===== config.mk =====
export PLATFORM = sky130hd
export DESIGN_NAME = div_frac
export DESIGN_NICKNAME = d
export VERILOG_FILES = /design/src/rtl/div_frac.sv
export SDC_FILE = /design/constraint.sdc
export NUM_CORES = 1
export LEC_CHECK = 0
export CORE_MARGIN = 5
export CORE_UTILIZATION = 57
export CTS_CLUSTER_SIZE = 20
export DETAILED_ROUTE_END_ITERATION = 8
export GPL_TIMING_DRIVEN = 1
export PLACE_DENSITY_LB_ADDON = 0.08
export SLEW_MARGIN = 20
export SYNTH_ARGS = -nofsm -noshare
export SYNTH_HDL_FRONTEND = slang
export SYNTH_SLANG_ARGS = --single-unit

===== constraint.sdc =====
create_clock -name Clk -period 5.3 [get_ports Clk]
set_input_delay 1.06 -clock Clk [delete_from_list [all_inputs] [get_ports Clk]]
set_output_delay 1.06 -clock Clk [all_outputs]
set_load 0.03 [all_outputs]

===== src/rtl/div_frac.sv =====
// Sequential restoring divider producing the fraction A/B with FRAC fractional bits.
// One quotient bit per clock; A >= B clamps to 1.0, B == 0 flags Div_zero.
module div_frac #(
    parameter int unsigned SIZE = 32,
    parameter int unsigned FRAC = SIZE / 2
) (
    input  logic            Clk,
    input  logic            Rst,
    input  logic            Start,
    input  logic [SIZE-1:0] A,
    input  logic [SIZE-1:0] B,
    output logic [SIZE-1:0] Out,
    output logic            Busy,
    output logic            Done,
    output logic            Sat,
    output logic            Div_zero
);

    localparam int unsigned KW = $clog2(SIZE);
    localparam logic [SIZE-1:0] ONE = SIZE'(1) << FRAC;

    typedef enum logic [0:0] {StIdle, StCalc} state_e;

    state_e          state_q, state_d;
    logic [SIZE:0]   r_q, r_d;
    logic [SIZE-1:0] q_q, q_d;
    logic [KW-1:0]   k_q, k_d;
    logic [SIZE-1:0] b_q, b_d;
    logic [SIZE-1:0] out_q, out_d;
    logic            done_q, done_d;
    logic            sat_q, sat_d;
    logic            dz_q, dz_d;
    logic [SIZE:0]   t;

    always_ff @(posedge Clk or posedge Rst) begin
        if (Rst) begin
            state_q <= StIdle;
            r_q     <= '0;
            q_q     <= '0;
            k_q     <= '0;
            b_q     <= '0;
            out_q   <= '0;
            done_q  <= 1'b0;
            sat_q   <= 1'b0;
            dz_q    <= 1'b0;
        end else begin
            state_q <= state_d;
            r_q     <= r_d;
            q_q     <= q_d;
            k_q     <= k_d;
            b_q     <= b_d;
            out_q   <= out_d;
            done_q  <= done_d;
            sat_q   <= sat_d;
            dz_q    <= dz_d;
        end
    end

    always_comb begin
        state_d = state_q;
        r_d     = r_q;
        q_d     = q_q;
        k_d     = k_q;
        b_d     = b_q;
        out_d   = out_q;
        sat_d   = sat_q;
        dz_d    = dz_q;
        done_d  = 1'b0;
        t       = '0;
        case (state_q)
            StIdle: begin
                if (Start) begin
                    b_d = B;
                    if (B == '0) begin
                        out_d  = ONE;
                        dz_d   = 1'b1;
                        sat_d  = 1'b0;
                        done_d = 1'b1;
                    end else if (A >= B) begin
                        out_d  = ONE;
                        sat_d  = 1'b1;
                        dz_d   = 1'b0;
                        done_d = 1'b1;
                    end else begin
                        r_d     = {1'b0, A};
                        q_d     = '0;
                        k_d     = KW'(FRAC - 1);
                        state_d = StCalc;
                    end
                end
            end
            StCalc: begin
                // R < B always holds here, so the shift cannot lose the top bit.
                t = r_q << 1;
                if (t >= {1'b0, b_q}) begin
                    r_d = t - {1'b0, b_q};
                    q_d = {q_q[SIZE-2:0], 1'b1};
                end else begin
                    r_d = t;
                    q_d = {q_q[SIZE-2:0], 1'b0};
                end
                k_d = k_q - 1'b1;
                if (k_q == '0) begin
                    out_d   = q_d;
                    sat_d   = 1'b0;
                    dz_d    = 1'b0;
                    done_d  = 1'b1;
                    state_d = StIdle;
                end
            end
            default: state_d = StIdle;
        endcase
    end

    assign Out      = out_q;
    assign Busy     = (state_q == StCalc);
    assign Done     = done_q;
    assign Sat      = sat_q;
    assign Div_zero = dz_q;

endmodule

==> summary.txt <==
Global route
  • GRT overflow: 0
  • Largest net degree at the start of global routing: slightly below 70
  • Number of global-route vias before repair: roughly 7000
  • Gr usage total: between 20% and 30%
  • Antenna violations before repair: 0
  • Global-route wire length before repair: 35.5 mm

Worst setup path
  • Critical path required time: approximately 5.6 ns
  • CP cell instances: clkdlybuf4s50_1 > inv_1 > ha_1 > o21ai_1 > a21oi_1 > o311ai_0 > a31oi_1 > a211oi_2 > nand2_1 > buf_4 > mux2i_1 > a21oi_1
  • Max FO, Critical Path: 30
  • Worst path buffer plus inverter count: 3
  • Crit path from: B[1]
  • Worst Setup Path Type: input port to register
  • WP data arrival: approximately 4.4 ns
  • CP Launch Type: input port
  • Crit-path max cell delay: about 0.66 ns
  • Worst r2r src: r_q[0]
  • Crit. End Element: register
  • Critical path's slowest cell: o311ai_0
  • Critical path's top delay family: compound AO/OA/AOI/OAI gates
  • Critical path's most frequent cell: a21oi_1

Power
  • Worst VDD drop: 0.327 mV
  • Leak: between 4 and 5 nW
  • Pwr/cell area: slightly below 800 nW/um^2
  • Final Total Pwr: slightly below 8 mW

Synth
  • Mapped Cells: just under 1000
  • Synthesized Nets: 1104
  • Synth top area share: around two fifths
  • Largest cells by area after synthesis: dfrtp_1 (41%), ha_1 (10%), nand2_1 (8.6%)
  • Post-synth EDFFs: 0
  • Count leader, synth: nand2_1
  • Synth cell count leaders: nand2_1 (190), dfrtp_1 (136), o21ai_0 (81), inv_1 (80), ha_1 (66)
  • Average size of a mapped cell: between 8 and 9 um^2
  • Synth async-reset ratio: 100%
  • Ys Warns: 0
  • Synthesized flop and latch total: approximately 140
  • Cell Area, Synth: 8260 um^2
  • Yosys top cell by area: dfrtp_1
  • Main synth FF type: dfrtp_1
  • Post-synth cell types: 65
  • Sequential fraction of the synthesis area: 41.2%

STA
  • Final slew viol count: 0
  • Clock Skews: 0.00842 ns
  • F_max: 246 MHz
  • RSZ-0062 raised after global routing: false
  • Slew HR: 31.4%
  • Final setup viols: 0
  • Setup TNS: 0 ns
  • Hold Violations, Final: 0
  • Crit path time final: ~4.1 ns
  • Tcrit/Tclk final: between 70% and 80%
  • Worst-Margin Slew: roughly 1 ns

Clocking
  • Clk buf depth: 2
  • Clk Latency, worst-skew pair: ~0.42 ns
  • CTS tree: built
  • # H-tree levels: 4
  • Post-CTS Hold Fix Bufs: 0
  • Num CTS Buffers: 17
  • Clk slew on worst S/H paths: 0.06 ns
  • Post-CTS Repair Setup Buffers: 0
  • CTS sink count: 136
  • Gates resized, CTS repair: 0
  • Clk root buf: clkbuf_16

Final layout
  • Diode count: 0
  • Synthesis-to-layout area growth: 20.6%
  • Ratio of cells with drive above 1 in the final layout: approximately 5.5%
  • Nets@finish: around 1200

Placement
  • RePlAce Congestion: approximately 0.93
  • Hpwl dp: approximately 16 mm
  • I/O Buffers: just over 100

Route
  • Vias: approximately 7300
  • Post-DR wirelength/cell: around 18 um
  • Drt drc: 0
  • Iteration-0 DRC Markers: 770
  • Post-DR vias/cell: 5.87
  • Drt first pass iters: 8
  • Routed Antenna Nets: 0
  • Routed wire length: between 20 and 25 mm

Floorplan
  • Core area: roughly 14000 um^2
  • Die area: roughly 17000 um^2
  • # IOs: 103
  • Initial Util: approximately 57%
  • Die extent in x: about 130 um
  • Overall die height: approximately 130 um
  • FP Rows: 44

Hold path
  • HP Start: q_q[30]
  • Hold Crit Class: register to register

Flow run
  • Max cap viols: 0

Outcome
  • Outcome: finished, final reports clean
==> sequential cells by signal, indices dropped and copies added, names as in the netlist <==
register / count
Out: 32
k_q: 5
Busy: 1
q_q: 31
Done: 1
Div_zero: 1
Sat: 1
r_q: 32
b_q: 32
==> per-stage QoR <==
stage          worst slack (ns)  hold slack [ns]  std cells  utilization [%]  area (um^2)
4_1_cts                    1.31            0.478       1246             69.3         9960
3_5_place_dp              0.863            0.467       1214             65.1         9350
6_report                   1.23            0.480       1246             69.3         9960
2_1_floorplan             0.601            0.439        970                -         8260
5_1_grt                    1.03            0.501       1246             69.3         9960
3_3_place_gp              0.920            0.458       1214             65.1         9350
==> report_power, final <==
group | switching [mW] | internal, mW | leakage (nW)
combinational | 2.68 | 1.84 | 2.63
clock | 0.497 | 0.718 | 0.292
sequential | 0.360 | 1.59 | 1.64
total | 3.54 | 4.14 | 4.57
==> final cells by class <==
cell class,count,area [um^2]
inverter,81,307
sequential,136,3400
tap,184,230
clock buffer,18,439
timing repair buffer,112,1100
clock inverter,14,164
fill,1216,4410
multi-input combinational,701,4320
==> layer usage <==
layer / vias up / share of wire, % / global-route usage, % / wire length, um
met5: - / 0 / 0 / 0
met4: 0 / 2.9 / 10.6 / 649
met3: 53 / 6.7 / 5.57 / 1490
met2: 259 / 47 / 42.9 / 10500
met1: 3454 / 43 / 35.7 / 9480
li1: 3550 / - / - / -
==> cell families after synthesis <==
group           count (synthesis)  share of synthesized area, %
simple gates                  341                          18.2
compound gates                253                          19.2
flops                         136                          41.2
buf+inv                       133                          6.59
fa+ha+maj                      67                          10.2
xor+xnor                       29                          3.08
mux                            11                          1.38
==> worst register-to-register path, cell delays in order, from the launching register on <==
cell and delay (ns):
dfrtp_1 0.42, ha_1 0.32, nor2b_1 0.15, o31ai_1 0.44
a21oi_4 0.14, a31oi_4 0.31, a31oi_4 0.17, nor4_1 0.35
or2_1 0.72, a222oi_1 0.25, o21ai_1 0.14
==> layout by cell type (no fill, tap or decap), types with 10 or more instances in the layout <==
| cell | Yosys | final |
|---|---|---|
| a21oi_1 | 56 | 56 |
| a222oi_1 | 16 | 16 |
| xor2_1 | 10 | 10 |
| nand3_1 | 45 | 45 |
| nor2_1 | 40 | 40 |
| o21ai_0 | 81 | 81 |
| clkbuf_16 | 0 | 17 |
| o21ai_1 | 22 | 22 |
| ha_1 | 66 | 66 |
| nand2_1 | 190 | 189 |
| o22ai_1 | 13 | 13 |
| xnor2_1 | 19 | 19 |
| inv_1 | 80 | 79 |
| nand4_1 | 11 | 11 |
| nor3_1 | 16 | 16 |
| dfrtp_1 | 136 | 135 |
| clkdlybuf4s50_1 | 0 | 102 |
| nor4_1 | 12 | 12 |
| buf_4 | 2 | 10 |
==> final timing paths <==
kind	to	slack, ns	depth (start not counted)
max	r_q[10]	1.23	12
min	Out[31]	0.48	2
max reg2reg	r_q[25]	1.82	10
min reg2reg	Out[31]	0.48	2
max in group asynchronous	r_q[28]	3.08	3
min in group asynchronous	b_q[13]	1.17	2
(Power assumes the default switching activity.)
